<file path="config.mk">
export PLATFORM = sky130hd
export DESIGN_NAME = mem_ctrl
export DESIGN_NICKNAME = d
export VERILOG_FILES = /design/src/rtl/mem_map_pkg.sv /design/src/rtl/mem_clear_seq.sv /design/src/rtl/mem_ctrl.sv
export SDC_FILE = /design/constraint.sdc
export NUM_CORES = 1
export LEC_CHECK = 0
export ABC_AREA = 1
export CORE_UTILIZATION = 38
export CTS_CLUSTER_DIAMETER = 200
export DETAILED_ROUTE_END_ITERATION = 10
export PLACE_DENSITY = 0.88
export SYNTH_ARGS = -nofsm -noshare
export SYNTH_HDL_FRONTEND = slang
export SYNTH_SLANG_ARGS = --single-unit
</file>
<file path="constraint.sdc">
create_clock -name clk -period 1.5 [get_ports clk]
set_clock_uncertainty 0.15 [all_clocks]
set_input_delay 0.225 -clock clk [delete_from_list [all_inputs] [get_ports clk]]
set_output_delay 0.225 -clock clk [all_outputs]
set_load 0.05 [all_outputs]
</file>
<file path="src/rtl/mem_map_pkg.sv">
// Shared memory-map definitions for the CPU-side BRAM controller:
// sizes, FSM and read-source encodings, and the address region decoder.
package mem_map_pkg;

    localparam int DW        = 16;
    localparam int AW        = 15;
    localparam int MEM_WORDS = 24576;
    localparam int KBD_ADDR  = 24576;

    // Address constants at bus width so comparisons stay width-matched
    localparam logic [AW-1:0] LAST_WORD_A = AW'(MEM_WORDS - 1);
    localparam logic [AW-1:0] KBD_ADDR_A  = AW'(KBD_ADDR);

    typedef enum logic [1:0] {
        CLEAR   = 2'd0,
        IDLE    = 2'd1,
        RD_WAIT = 2'd2
    } state_t;

    typedef enum logic [1:0] {
        SRC_BRAM = 2'd0,
        SRC_KBD  = 2'd1,
        SRC_ZERO = 2'd2
    } src_t;

    typedef enum logic [1:0] {
        RGN_MEM      = 2'd0,
        RGN_KBD      = 2'd1,
        RGN_UNMAPPED = 2'd2
    } region_t;

    // Classify a bus address: BRAM words, the keyboard register, or nothing
    function automatic region_t addr_decode(input logic [AW-1:0] addr);
        region_t rgn;
        if (addr <= LAST_WORD_A) begin
            rgn = RGN_MEM;
        end else if (addr == KBD_ADDR_A) begin
            rgn = RGN_KBD;
        end else begin
            rgn = RGN_UNMAPPED;
        end
        return rgn;
    endfunction

endpackage

</file>
<file path="src/rtl/mem_clear_seq.sv">
// Zero-fill sequencer: sweeps every BRAM word once, emitting one write
// strobe per cycle, then raises a sticky done flag. Restartable through
// i_start so the same block can later drive a screen clear.
module mem_clear_seq
    import mem_map_pkg::*;
(
    input  logic          clk,
    input  logic          rst_n,
    input  logic          i_start,
    output logic          o_we,
    output logic [AW-1:0] o_addr,
    output logic          o_last,
    output logic          o_done
);

    logic          r_active;
    logic [AW-1:0] r_cnt;
    logic          r_done;

    // Sweep counter: runs from reset (or i_start) until the last word is written
    always_ff @(posedge clk or negedge rst_n) begin
        if (!rst_n) begin
            r_active <= 1'b1;
            r_cnt    <= '0;
            r_done   <= 1'b0;
        end else if (i_start) begin
            r_active <= 1'b1;
            r_cnt    <= '0;
            r_done   <= 1'b0;
        end else if (r_active) begin
            r_cnt <= r_cnt + 1'b1;
            if (r_cnt == LAST_WORD_A) begin
                r_active <= 1'b0;
                r_done   <= 1'b1;
            end
        end
    end

    // Terminal compare is against the last BRAM word, never the keyboard slot
    assign o_we   = r_active;
    assign o_addr = r_cnt;
    assign o_last = r_active && (r_cnt == LAST_WORD_A);
    assign o_done = r_done;

endmodule

</file>
<file path="src/rtl/mem_ctrl.sv">
// CPU-to-BRAM bus controller. Zero-fills the BRAM after reset, then turns
// CPU requests into BRAM port strobes, maps the keyboard register just past
// the end of memory, and flags accesses beyond it.
module mem_ctrl
    import mem_map_pkg::*;
(
    input  logic          clk,
    input  logic          rst_n,
    input  logic [AW-1:0] cpu_addr,
    input  logic [DW-1:0] cpu_wdata,
    input  logic          cpu_we,
    input  logic          cpu_re,
    output logic          cpu_ready,
    output logic [DW-1:0] cpu_rdata,
    output logic          cpu_rvalid,
    output logic          addr_err,
    output logic          init_done,
    input  logic [DW-1:0] kbd_code,
    output logic [DW-1:0] bram_in,
    input  logic [DW-1:0] bram_out,
    output logic [AW-1:0] bram_addr_r,
    output logic [AW-1:0] bram_addr_w,
    output logic          b_ce_w,
    output logic          b_ce_r
);

    state_t        r_state;
    src_t          r_src;
    logic [DW-1:0] r_kbd;
    logic [DW-1:0] r_rdata;
    logic          r_rvalid;
    logic          r_addr_err;

    logic          w_clr_we;
    logic [AW-1:0] w_clr_addr;
    logic          w_clr_last;
    logic          w_clr_done;
    region_t       w_region;
    logic          w_idle;
    logic          w_clearing;

    mem_clear_seq u_clear (
        .clk     (clk),
        .rst_n   (rst_n),
        .i_start (1'b0),
        .o_we    (w_clr_we),
        .o_addr  (w_clr_addr),
        .o_last  (w_clr_last),
        .o_done  (w_clr_done)
    );

    assign w_region   = addr_decode(cpu_addr);
    assign w_idle     = (r_state == IDLE);
    assign w_clearing = (r_state == CLEAR);

    // Main FSM plus the registered read-return and error-pulse outputs
    always_ff @(posedge clk or negedge rst_n) begin
        if (!rst_n) begin
            r_state    <= CLEAR;
            r_src      <= SRC_ZERO;
            r_kbd      <= '0;
            r_rdata    <= '0;
            r_rvalid   <= 1'b0;
            r_addr_err <= 1'b0;
        end else begin
            r_rvalid   <= 1'b0;
            r_addr_err <= 1'b0;
            case (r_state)
                CLEAR: begin
                    if (w_clr_last) begin
                        r_state <= IDLE;
                    end
                end
                IDLE: begin
                    if ((cpu_we || cpu_re) && (w_region == RGN_UNMAPPED)) begin
                        r_addr_err <= 1'b1;
                    end
                    if (cpu_re) begin
                        r_state <= RD_WAIT;
                        case (w_region)
                            RGN_MEM: r_src <= SRC_BRAM;
                            RGN_KBD: begin
                                r_src <= SRC_KBD;
                                r_kbd <= kbd_code;
                            end
                            default: r_src <= SRC_ZERO;
                        endcase
                    end
                end
                RD_WAIT: begin
                    case (r_src)
                        SRC_BRAM: r_rdata <= bram_out;
                        SRC_KBD:  r_rdata <= r_kbd;
                        default:  r_rdata <= '0;
                    endcase
                    r_rvalid <= 1'b1;
                    r_state  <= IDLE;
                end
                default: r_state <= CLEAR;
            endcase
        end
    end

    // BRAM ports follow the CPU bus directly in IDLE; the sweep owns the
    // write port while clearing. Read and write share cpu_addr, so a
    // simultaneous read/write relies on the BRAM's read-before-write order.
    assign cpu_ready   = w_idle;
    assign bram_addr_r = cpu_addr;
    assign bram_addr_w = w_clearing ? w_clr_addr : cpu_addr;
    assign bram_in     = w_clearing ? '0 : cpu_wdata;
    assign b_ce_w      = w_clearing ? w_clr_we
                                    : (w_idle && cpu_we && (w_region == RGN_MEM));
    assign b_ce_r      = w_idle && cpu_re && (w_region == RGN_MEM);

    assign cpu_rdata  = r_rdata;
    assign cpu_rvalid = r_rvalid;
    assign addr_err   = r_addr_err;
    assign init_done  = w_clr_done;

endmodule
</file>
==> results.yml, run 1 <==
power_and_ir_drop:
  leakagePower_uw: 0.00271
  combPwrFrac_pct: 56.4
  seqPwrFrac_pct: 30.6
  switchingPower_uw: 2720
  pwr-share-clk_pct: 13.0
  ir_drop_mv: 1.08
  swShare_pct: 42.2
  power_density_nw_per_um2: 1130
  p_int_uw: 3730
clocking:
  cts_buffer_depth: 2
  clkLatencyLatePin_ns: 0.31
  clk_pin_slew_ns: 0.11
  cts_max_level: 2
  root_buffer: "clkbuf_8"
  clock_sinks: 55
  numCtsBuffers: 5
  cts_tree: "built"
drt:
  drtAntennaViolNets: 0
  routed.top_layer: "met4"
  wire_per_inst_um: 14.9
  met1_length_um: 3740
  drt_iter0_drc: 225
  wirelength_um: 9880
  wl_met2_um: 5410
  drt_first_pass_iters: 5
  drc: 0
  via_per_inst: 5.01
  wl_met3_um: 635
  vias: 3320
floorplanning:
  die_area_um2: 8380
  io-pin-count: 135
  die_y_um: 91.6
  die_x_um: 91.6
  row_count: 32
  coreArea_um2: 7730
  start_util_pct: 39.4
min_path:
  hp-class: "in2async"
timing:
  relSlewSlack_pct: 69.5
  finalCriticalPeriod_ns: 1.81
  period_share_pct: 120
  setup_viol: 34
  hold_viol_final: 0
  timing.hold.ws_ns: 0.290
  fmax_mhz: 553
  worst_slew_pin_slew_ns: 0.454
  worst_slack_ns: -0.307
  maxSlewViolCount: 0
  rsz0062_at_grt: "true"
setup_path:
  slowest_delay_ns: 0.56
  worstPathArrival_ns: 1.43
  critPathCaptureType: "primary output"
  crit_chain: "inv_1 > buf_4 > o21ai_4 > buf_12"
  timing.critical_path.buf_inv: 3
  critPathTopFamily: "flip-flops"
  worstPathMaxFanout: 4
  cp_slowest_cell: "dfstp_2"
  worstPathRequired_ns: 1.12
  start_kind: "flip-flop"
  critical_path_class: "reg2out"
logic_synthesis:
  avgSynthCellArea_um2: 7.70
  synth_seq_cells: 55
  yosysWarnings: 0
  synth_seq_area_share_pct: 45.2
  syn_inst: 396
  synth_area_um2: 3050
  syn-num-nets: 464
  synth.distinct_cells: 29
placement:
  numPortBuffers: 134
  hpwl_um: 7300
  pre_cts_ws_ns: -0.368
  placed_cells: 642
  finalWeightedCongestion: 0.829
global_route:
  grt_max_degree: 56
  grt_pass1_vias: 3164
  gr-total-overflow: 0
  antenna_found_initial: 0
  track_usage_pct: 22.1
  grt_pass1_wl_um: 14800
finish:
  diodes: 0
  final_cells: 663
  final_common_cell: "nand2_1"
  area_growth_pct: 86.6
  layout_common_cells: "69 x nand2_1, 63 x clkdlybuf4s50_1, 54 x buf_12"
  nets: 628
  drive_above_1_share_pct: 34.6
outcome:
  outcome: "finished, violations left"
  violations: "negative setup slack"
flow_run:
  cap_violations: 0
[power by group through the flow]
stage	clock [uW]	combinational [uW]	sequential, uW
after floorplan	0	1090	2610
after global placement	0	3460	1990
after detailed placement	0	3520	2000
after CTS	845	3590	1980
after global routing	916	3790	2010
final	839	3630	1980
[worst register-to-register path, delay by kind of cell, from the launching register on]
family,cells,cell delay [ns]
DFF,1,0.56
and+or+nand+nor,4,0.72
[cell families (layout without fill, tap and decap cells)]
family | after synthesis | after routing | share of synthesized area [%]
buffers and inverters | 82 | 245 | 12.9
AO/OA/AOI/OAI | 39 | 39 | 7.27
XOR/XNOR | 8 | 8 | 2.30
AND/OR/NAND/NOR | 211 | 213 | 31.9
flip-flops | 55 | 55 | 45.2
adder cells (fa/ha/maj) | 1 | 1 | 0.410
[flip-flops by register name, summed over array words and instances, names as in the netlist]
signal / count
r_state: 2
u_clear.o_done: 1
cpu_rdata: 16
cpu_rvalid: 1
r_src: 2
r_kbd: 16
u_clear.o_we: 1
addr_err: 1
u_clear.o_addr: 15
[routing by layer]
metal	vias up	track usage [%]
li1	1593	-
met1	1565	25.3
met2	154	41.7
met3	8	4.36
met4	0	5.29
met5	-	0
[path summary, 6_finish.rpt]
path                         startpoint            endpoint  slack, ns  depth (start not counted)
setup / recovery           u_clear.o_we              b_ce_w      -0.31                          4
hold / removal                    rst_n        cpu_rdata[8]       0.29                          3
setup reg to reg           u_clear.o_we  u_clear.o_addr[13]       0.01                          4
hold reg to reg                r_src[1]            r_src[1]       0.32                          2
max in group asynchronous         rst_n        u_clear.o_we       0.60                          3
min in group clk               r_src[1]            r_src[1]       0.32                          2
[through the flow]
stage | cell area [um2] | power [uW] | setup TNS, ns | utilization (%)
floorplan | 3180 | 3700 | -3.47 | -
global placement | 5250 | 5450 | -5.91 | 68.0
detailed placement | 5250 | 5520 | -7.35 | 68.0
CTS | 5480 | 6410 | -9.31 | 71.0
global route | 5690 | 6710 | -12.82 | 73.6
finish | 5690 | 6450 | -9.39 | 73.6
[area by class of cell]
type / count / area (um2)
multi-input combinational: 261 / 1530
fill: 488 / 2040
sequential: 55 / 1380
clock buffer: 5 / 68.8
clock inverter: 3 / 22.5
inverter: 48 / 184
tap: 102 / 128
timing repair buffer: 189 / 2370
[repair_timing]
| item | 4_1_cts | 5_1_grt |
|---|---|---|
| pin swaps | 3 | 6 |
| hold buffers | 1 | 0 |
| resized for setup | 35 | 32 |
| endpoints found under the setup margin | 56 | 63 |
| hold endpoints to repair | 53 | 0 |
| setup buffers | 2 | 6 |
| gates cloned | 0 | 4 |
[cell usage after synthesis]
library cell / instances / share of area [%]
clkinv_1: 1 / 0.12
a21oi_1: 2 / 0.33
a31oi_1: 16 / 3.3
ha_1: 1 / 0.41
o22ai_1: 1 / 0.21
nor2_4: 3 / 1.1
buf_2: 8 / 1.3
buf_6: 1 / 0.37
nand2_2: 1 / 0.21
buf_4: 18 / 4.4
nand4_1: 20 / 4.1
nor2_8: 1 / 0.66
xor2_1: 5 / 1.4
inv_1: 47 / 5.8
dfrtp_1: 53 / 44
o21ai_0: 18 / 3.0
nor2_1: 49 / 6.0
nand3_4: 1 / 0.57
nand2_1: 89 / 11
xnor2_1: 3 / 0.86
nand3_1: 38 / 6.2
nand3_2: 2 / 0.66
buf_1: 1 / 0.12
nor3_1: 3 / 0.49
nor2_2: 3 / 0.62
o21bai_1: 2 / 0.49
nand3b_1: 1 / 0.25
clkbuf_1: 6 / 0.74
dfstp_2: 2 / 1.7
(Power assumes the default switching activity.)
==> run 2, diff against run 1 <==
--- a/config.mk
+++ b/config.mk
@@ -6,6 +6,7 @@
 export NUM_CORES = 1
 export LEC_CHECK = 0
 export ABC_AREA = 1
+export ABC_CLOCK_PERIOD_IN_PS = 1500
 export CORE_UTILIZATION = 38
 export CTS_CLUSTER_DIAMETER = 200
 export DETAILED_ROUTE_END_ITERATION = 10
==> results of run 2 <==
The final DEF is identical to that of run 1; final timing and power are the same.
==> run 3, diff against run 2 <==
--- a/config.mk
+++ b/config.mk
@@ -7,6 +7,7 @@
 export LEC_CHECK = 0
 export ABC_AREA = 1
 export ABC_CLOCK_PERIOD_IN_PS = 1500
+export CORE_MARGIN = 2
 export CORE_UTILIZATION = 38
 export CTS_CLUSTER_DIAMETER = 200
 export DETAILED_ROUTE_END_ITERATION = 10
==> run 3 against run 2 <==
Against the previous run: critical path type unchanged; sequential share of layout area down 0.75 points; clock power barely moved; the run still ends with negative setup slack left; via count is 9.7% higher; critical path depth rose by 2; global-route usage up 3.7 points; sequential power hardly changed; cell count grew 1.1%; clock-buffer cell count is the same; wire length grew 26%; first-iteration DRC count is 40% higher; design area grew 3.5%; flip-flop and latch count unchanged.
==> results.yml, run 3 (same netlist as run 1, synthesis figures left out) <==
timing:
  period_share_pct: 127
  worst_slew_pin_slew_ns: 0.495
  maxSlewViolCount: 0
  rsz0062_at_grt: "true"
  fmax_mhz: 525
  finalSetupTns_ns: -12.90
  timing.hold.ws_ns: 0.256
  setup_viol: 55
  hold_viol_final: 0
  finalCriticalPeriod_ns: 1.90
  relSlewSlack_pct: 66.8
  worst_slack_ns: -0.405
setup_path:
  critPathCaptureType: "primary output"
  crit_chain: "nor2_4 > buf_6 > buf_6 > buf_6 > o21ai_4 > buf_12"
  worstPathRequired_ns: 1.12
  worstPathArrival_ns: 1.53
  slowest_delay_ns: 0.42
  critical_path_class: "reg2out"
  cp_slowest_cell: "dfrtp_1"
  crit_top_cell: "buf_6"
  start_kind: "flip-flop"
  worstPathMaxFanout: 5
placement:
  hpwl_um: 7640
  placed_cells: 645
  numPortBuffers: 134
  finalWeightedCongestion: 0.904
  place_area_um2: 5240
power_and_ir_drop:
  ir_drop_mv: 0.656
  swShare_pct: 43.0
  power_density_nw_per_um2: 1130
  seqPwrFrac_pct: 29.8
  combPwrFrac_pct: 57.6
  leakagePower_uw: 0.00276
  pwr-share-clk_pct: 12.6
  switchingPower_uw: 2850
  p_int_uw: 3780
floorplanning:
  row_count: 32
  io-pin-count: 135
  die_y_um: 93.6
  coreArea_um2: 7770
  die_area_um2: 8750
  start_util_pct: 39.2
  die_x_um: 93.6
clocking:
  clk_pin_slew_ns: 0.10
  cts_buffer_depth: 2
  clock_sinks: 55
  cts_tree: "built"
  cts_max_level: 2
  numCtsBuffers: 5
  clkLatencyLatePin_ns: 0.33
  root_buffer: "clkbuf_8"
outcome:
  outcome: "finished, violations left"
  violations: "negative setup slack"
global_route:
  gr-total-overflow: 0
  grt_pass1_wl_um: 17700
  track_usage_pct: 25.8
  grt_pass1_vias: 3602
  grt_max_degree: 56
  antenna_found_initial: 0
drt:
  drt_iter0_drc: 316
  wirelength_um: 12500
  drt_first_pass_iters: 5
  wire_per_inst_um: 18.6
  drc: 0
  drtAntennaViolNets: 0
  vias: 3643
  via_per_inst: 5.44
finish:
  diodes: 0
  final_area_um2: 5880
  layout_common_cells: "68 x nand2_1, 63 x clkdlybuf4s50_1, 51 x buf_12"
  drive_above_1_share_pct: 39.4
  area_growth_pct: 93.1
  nets: 635
  final_common_cell: "nand2_1"
  final_cells: 670
flow_run:
  cap_violations: 0
min_path:
  hp-class: "in2async"
## run 3: worst max-delay path, delay by kind of cell, from the launching register on
kind	cells	cell delay (ns)
AO/OA/AOI/OAI	1	0.06
buffers and inverters	4	0.54
flip-flops	1	0.42
AND/OR/NAND/NOR	1	0.16
## run 3: path summary, 6_finish.rpt
check	start	endpoint	slack [ns]	cells after the start
max in group asynchronous	rst_n	r_src[1]	0.62	3
hold reg to reg	r_kbd[2]	r_kbd[2]	0.33	2
setup / recovery	r_state[1]	bram_addr_w[2]	-0.40	6
setup reg to reg	r_state[1]	r_kbd[7]	-0.09	7
min in group clk	kbd_code[15]	r_kbd[15]	0.31	3
hold / removal	rst_n	u_clear.o_addr[0]	0.26	3
## run 3: power by group through the flow
| stage | Sequential [uW] | Clock [uW] | Combinational (uW) |
|---|---|---|---|
| after global routing | 2010 | 901 | 3970 |
| after global placement | 1990 | 0 | 3440 |
| after floorplan | 2610 | 0 | 1090 |
| final | 1980 | 836 | 3820 |
| after detailed placement | 2010 | 0 | 3500 |
| after CTS | 1980 | 834 | 3760 |
## run 3: metal layers
layer  vias to the layer above  GRT usage, %  wire [um]
li1                       1605             -          -
met1                      1764          27.9       4350
met2                       222          47.8       6600
met3                        52          5.96       1010
met4                         0          11.5        509
met5                         -             0          0
## run 3: repair_timing
item / in CTS / in global routing
endpoints found under the setup margin: 56 / 68
hold buffers: 1 / 0
resized for setup: 79 / 39
pin swaps: 12 / 16
endpoints found under the hold margin: 53 / 0
buffers inserted: 10 / 5
cloned: 3 / 1
## run 3: through the flow
step           util (%)  setup slack, ns  power (uW)
2_1_floorplan         -           -0.177        3700
3_3_place_gp       67.4           -0.288        5430
3_5_place_dp       67.4           -0.301        5510
4_1_cts            73.9           -0.338        6570
5_1_grt            75.8           -0.488        6870
6_report           75.8           -0.405        6630
## run 3: layout make-up
class,instances,area (um2)
multi-input cells,260,1630
flip-flops and latches,55,1380
inverters,48,193
repair buffers,197,2460
clock buffers,5,68.8
well taps,102,128
fillers,418,1880
clock inverters,3,20.0
